File: src/rtl/rv_alu.sv
// RV32I-style integer ALU for the execute stage. funct3/funct7 are decoded directly.
// The result and the zero/neg/carry/ovf flags are registered, giving one cycle of latency.
module rv_alu #(
  parameter int SIZE = 32
) (
  input  logic            clk,
  input  logic            rst,
  input  logic [2:0]      f3_i,
  input  logic [6:0]      f7_i,
  input  logic [SIZE-1:0] op1_i,
  input  logic [SIZE-1:0] op2_i,
  output logic [SIZE-1:0] res_o,
  output logic            zero_o,
  output logic            neg_o,
  output logic            carry_o,
  output logic            ovf_o
);
  localparam int SW = $clog2(SIZE);

  logic [SIZE:0]   sum, diff;
  logic [SW-1:0]   shamt;
  logic [SIZE-1:0] res;
  logic            carry, ovf, alt;
  logic            unused;

  // Only f7[5] selects SUB/SRA; the other funct7 bits have no effect.
  assign unused = ^{f7_i[6], f7_i[4:0]};
  assign alt    = f7_i[5];
  assign shamt  = op2_i[SW-1:0];
  assign sum    = {1'b0, op1_i} + {1'b0, op2_i};
  // The top bit of the widened difference is the unsigned borrow.
  assign diff   = {1'b0, op1_i} - {1'b0, op2_i};

  always_comb begin
    res   = '0;
    carry = 1'b0;
    ovf   = 1'b0;
    case (f3_i)
      3'b000: begin
        if (alt) begin
          res   = diff[SIZE-1:0];
          carry = diff[SIZE];
          ovf   = (op1_i[SIZE-1] != op2_i[SIZE-1]) && (res[SIZE-1] != op1_i[SIZE-1]);
        end else begin
          res   = sum[SIZE-1:0];
          carry = sum[SIZE];
          ovf   = (op1_i[SIZE-1] == op2_i[SIZE-1]) && (res[SIZE-1] != op1_i[SIZE-1]);
        end
      end
      3'b001: res = op1_i << shamt;
      3'b010: res = {{(SIZE-1){1'b0}}, $signed(op1_i) < $signed(op2_i)};
      3'b011: res = {{(SIZE-1){1'b0}}, op1_i < op2_i};
      3'b100: res = op1_i ^ op2_i;
      3'b101: res = alt ? SIZE'($signed(op1_i) >>> shamt) : (op1_i >> shamt);
      3'b110: res = op1_i | op2_i;
      3'b111: res = op1_i & op2_i;
      default: res = '0;
    endcase
  end

  always_ff @(posedge clk) begin
    if (rst) begin
      res_o   <= '0;
      zero_o  <= 1'b0;
      neg_o   <= 1'b0;
      carry_o <= 1'b0;
      ovf_o   <= 1'b0;
    end else begin
      res_o   <= res;
      zero_o  <= (res == '0);
      neg_o   <= res[SIZE-1];
      carry_o <= carry;
      ovf_o   <= ovf;
    end
  end
endmodule

File: config.mk
export PLATFORM = sky130hd
export DESIGN_NAME = rv_alu
export DESIGN_NICKNAME = d
export VERILOG_FILES = /design/src/rtl/rv_alu.sv
export SDC_FILE = /design/constraint.sdc
export NUM_CORES = 1
export LEC_CHECK = 0
export BUFFER_PORTS_ARGS = -buffer_cell sky130_fd_sc_hd__buf_2
export CORE_MARGIN = 2
export CORE_UTILIZATION = 59
export CTS_CLUSTER_SIZE = 28
export DETAILED_ROUTE_END_ITERATION = 6
export PLACE_DENSITY_LB_ADDON = 0.1
export SLEW_MARGIN = 15
export SYNTH_ARGS = -nofsm -noshare
export SYNTH_HDL_FRONTEND = slang
export SYNTH_SLANG_ARGS = --single-unit
File: constraint.sdc
create_clock -name clk -period 4.9 [get_ports clk]
set_input_delay 0 -clock clk [delete_from_list [all_inputs] [get_ports clk]]
set_output_delay 0 -clock clk [all_outputs]
set_load 0.02 [all_outputs]
==> impl_metrics.env <==
export IMPL_outcome="complete, no violations"
export IMPL_drtIter0Drc=2120
export IMPL_fin_crit_sh_pct=83.39
export IMPL_overflow=0
export IMPL_power_density_nw_per_um2=175.2
export IMPL_dp_cells=1734
export IMPL_ant_nets=0
export IMPL_maxCapViolCount=0
export IMPL_cp_arrival_ns=4.28
export IMPL_end_kind="flop"
export IMPL_grt_max_degree=67
export IMPL_ys_seq_elements=35
export IMPL_areaGrowthSynthToFinish_pct=7.022
export IMPL_worstHoldEndpoint="res_o[11]"
export IMPL_cts_sinks=35
export IMPL_fill_cells=1661
export IMPL_min_period_ns=4.086
export IMPL_chipHeight_um=138.2
export IMPL_hold_class="in2reg"
export IMPL_fp_dieArea_um2=19090
export IMPL_hold_start="rst"
export IMPL_max_stage_delay_ns=1.13
export IMPL_hold_depth=2
export IMPL_dr_pass1_iters=6
export IMPL_grt_usage_pct=45.63
export IMPL_gp_congestion=1.081
export IMPL_die_x_um=138.2
export IMPL_numPortBuffers=105
export IMPL_required_ns=5.10
export IMPL_grt_pass1_vias=11710
export IMPL_finalWirelength_um=45930
export IMPL_tightestPinTransition_ns=1.213
export IMPL_critPathLaunchType="primary input"
export IMPL_core_um2=17840
export IMPL_avgSynthCellArea_um2=7.171
export IMPL_detailroute_via_count=12960
export IMPL_cts_root_buffer="clkbuf_16"
export IMPL_hold_viol=0
export IMPL_synth_area_um2=10620
export IMPL_path_cells="buf_2, inv_1, ha_1, nor2_1, o221ai_1, a2111oi_0, nor4_1, nor3_1, o2111ai_1, a31o_2, o21ai_0, xnor2_1, o22ai_1, nor4b_2"
export IMPL_final_cells=1743
export IMPL_report_final_slew_viol_count=0
export IMPL_synthAdderAreaFrac_pct=11.80
export IMPL_detail_route_wl_per_cell_um=26.35
export IMPL_ctsHoldBuffers=0
export IMPL_path_class="in2reg"
export IMPL_synth_cells=1481
export IMPL_io_pins=112
export IMPL_critPathBufInv=2
export IMPL_final_layout_size_suffix_gt1_share_pct=15.53
export IMPL_synth_edf_count=0
export IMPL_p_leak_nw=4.993
export IMPL_setup_viol=0
export IMPL_synth_ff_type="dfxtp_1"
export IMPL_place_hpwl_um=35320
export IMPL_worst_path_max_delay_cell="a2111oi_0"
export IMPL_grt_setup_unrepaired="no"
export IMPL_synthXorXnorAreaFrac_pct=2.227
export IMPL_post_drt_via_cell_ratio=7.434
export IMPL_cts_tree="yes"
export IMPL_cp_top_family="compound AO/OA/AOI/OAI gates"
export IMPL_fmax_mhz=244.7
export IMPL_yosysSeqAreaShare_pct=6.598
export IMPL_synth_compound_area_share_pct=32.66
export IMPL_muxShareOfSynthArea_pct=17.83
export IMPL_nets=1687
export IMPL_fin_tns_setup_ns=0
export IMPL_cts_setup_buffers=0
export IMPL_antenna_found_initial=1
export IMPL_synth_simple_area_share_pct=19.58
export IMPL_cts_buffers=5
export IMPL_yosysWarnings=0
export IMPL_num_rows=49
export IMPL_route_detailed_drc=0
export IMPL_cts_resized=0
export IMPL_clock_path_buffers=2
export IMPL_vdd_drop_max_mv=0.3285
export IMPL_path_clk_slew_ns=0.06
export IMPL_syn_num_nets=1656
export IMPL_ys_types=86
export IMPL_path_max_fanout=10
export IMPL_initial_core_util_pct=59.53
export IMPL_slew_headroom_pct=17.04
export IMPL_synth_async_reset_ratio_pct=0
export IMPL_grt_pass1_wl_um=68530
export IMPL_h_tree_depth=2
export IMPL_synth_top_family_by_area="compound AO/OA/AOI/OAI gates"
==> cells in the final DEF (no fill, tap or decap), drive strengths merged, types with 8 or more instances in the layout <==
cell and instances:
a211o 8, a211oi 20, a21o 13, a21oi 141, a22o 26, a22oi 11, a31oi 26, and2 12
and3 8, buf 146, dfxtp 35, ha 97, inv 116, mux2 23, mux2i 62, mux4 45
nand2 131, nand2b 27, nand3 33, nand4 14, nor2 125, nor2b 16, nor3 35, nor4 8
o211ai 41, o21ai 83, o221ai 13, o22ai 10, o311ai 8, o31ai 11, xnor2 25
==> per-stage QoR <==
step	worst slack [ns]	hold slack [ns]	util, %	cell area [um^2]	total power, mW
after CTS	1.066	0.1958	63.69	11360	1.922
after global routing	0.5653	0.2338	63.69	11360	2.066
after global placement	0.8818	0.4148	62.90	11220	1.604
after detailed placement	0.7856	0.4142	62.90	11220	1.620
final	0.8140	0.2128	63.71	11370	1.992
after floorplan	0.9713	0.3065	-	10620	1.200
==> logic make-up after synthesis <==
kind of cell,Yosys count
buffers and inverters,239
AOI/OAI and AO/OA,511
muxes,130
xor gates and xnor gates,27
and+or+nand+nor,440
DFF,35
adders and majority gates,99
==> Yosys cell counts (16+ instances only) <==
| cell | instances | area, um^2 |
|---|---|---|
| a21oi_1 | 140 | 700.7 |
| nand2_1 | 131 | 491.7 |
| nor2_1 | 125 | 469.2 |
| inv_1 | 112 | 420.4 |
| ha_1 | 97 | 1214 |
| o21ai_0 | 79 | 395.4 |
| clkbuf_1 | 70 | 262.8 |
| mux2i_1 | 62 | 620.6 |
| mux4_2 | 45 | 1013 |
| o211ai_1 | 41 | 307.8 |
| dfxtp_1 | 35 | 700.7 |
| nor3_1 | 34 | 170.2 |
| nand3_1 | 33 | 165.2 |
| nand2b_1 | 27 | 168.9 |
| a22o_1 | 26 | 227.7 |
| a31oi_1 | 26 | 162.7 |
| xnor2_1 | 25 | 219.0 |
| buf_2 | 24 | 120.1 |
| a211oi_1 | 19 | 142.6 |
| buf_1 | 19 | 71.32 |
| nor2b_1 | 16 | 100.1 |
==> sequential cells by signal (all words and copies together) (netlist names) <==
name     cells
res_o       32
zero_o       1
carry_o      1
ovf_o        1
==> where the power goes <==
group	leakage, nW	switching, mW	total (mW)	internal (mW)
clock network	0.0669	0.112	0.299	0.187
registers	0.288	0.00453	0.312	0.308
logic	4.64	0.901	1.38	0.480
==> metal layers <==
metal	GRT usage [%]	up-vias	share of wire, %
met4	22.50	0	6.6
met1	59.24	5965	36
met5	0	-	0
met2	67.77	1177	41
met3	15.59	229	16
li1	-	5587	-
==> final cells by class <==
type                            count  area (um^2)  share of cell area (%)
Inverter                          117        439.2                   3.864
Tap cell                          229        286.5                   2.521
Sequential cell                    35        700.7                   6.165
Multi-Input combinational cell   1207         8945                   78.70
Timing Repair Buffer              146        850.8                   7.486
Clock buffer                        6        128.9                   1.134
Clock inverter                      2        12.51                  0.1101
Antenna cell                        1        2.502                 0.02202
==> worst max path at each step <==
| stage | from | endpoint | slack, ns | cells after the start |
|---|---|---|---|---|
| final | op1_i[1] | zero_o | 0.81 | 14 |
| after global routing | op1_i[1] | zero_o | 0.57 | 14 |
| after CTS | op1_i[1] | zero_o | 1.07 | 14 |
| after detailed placement | op2_i[0] | zero_o | 0.79 | 14 |
| after global placement | op2_i[1] | zero_o | 0.88 | 15 |
| after floorplan | op2_i[2] | zero_o | 0.97 | 16 |
No activity file was read; power rests on OpenSTA's default activity.
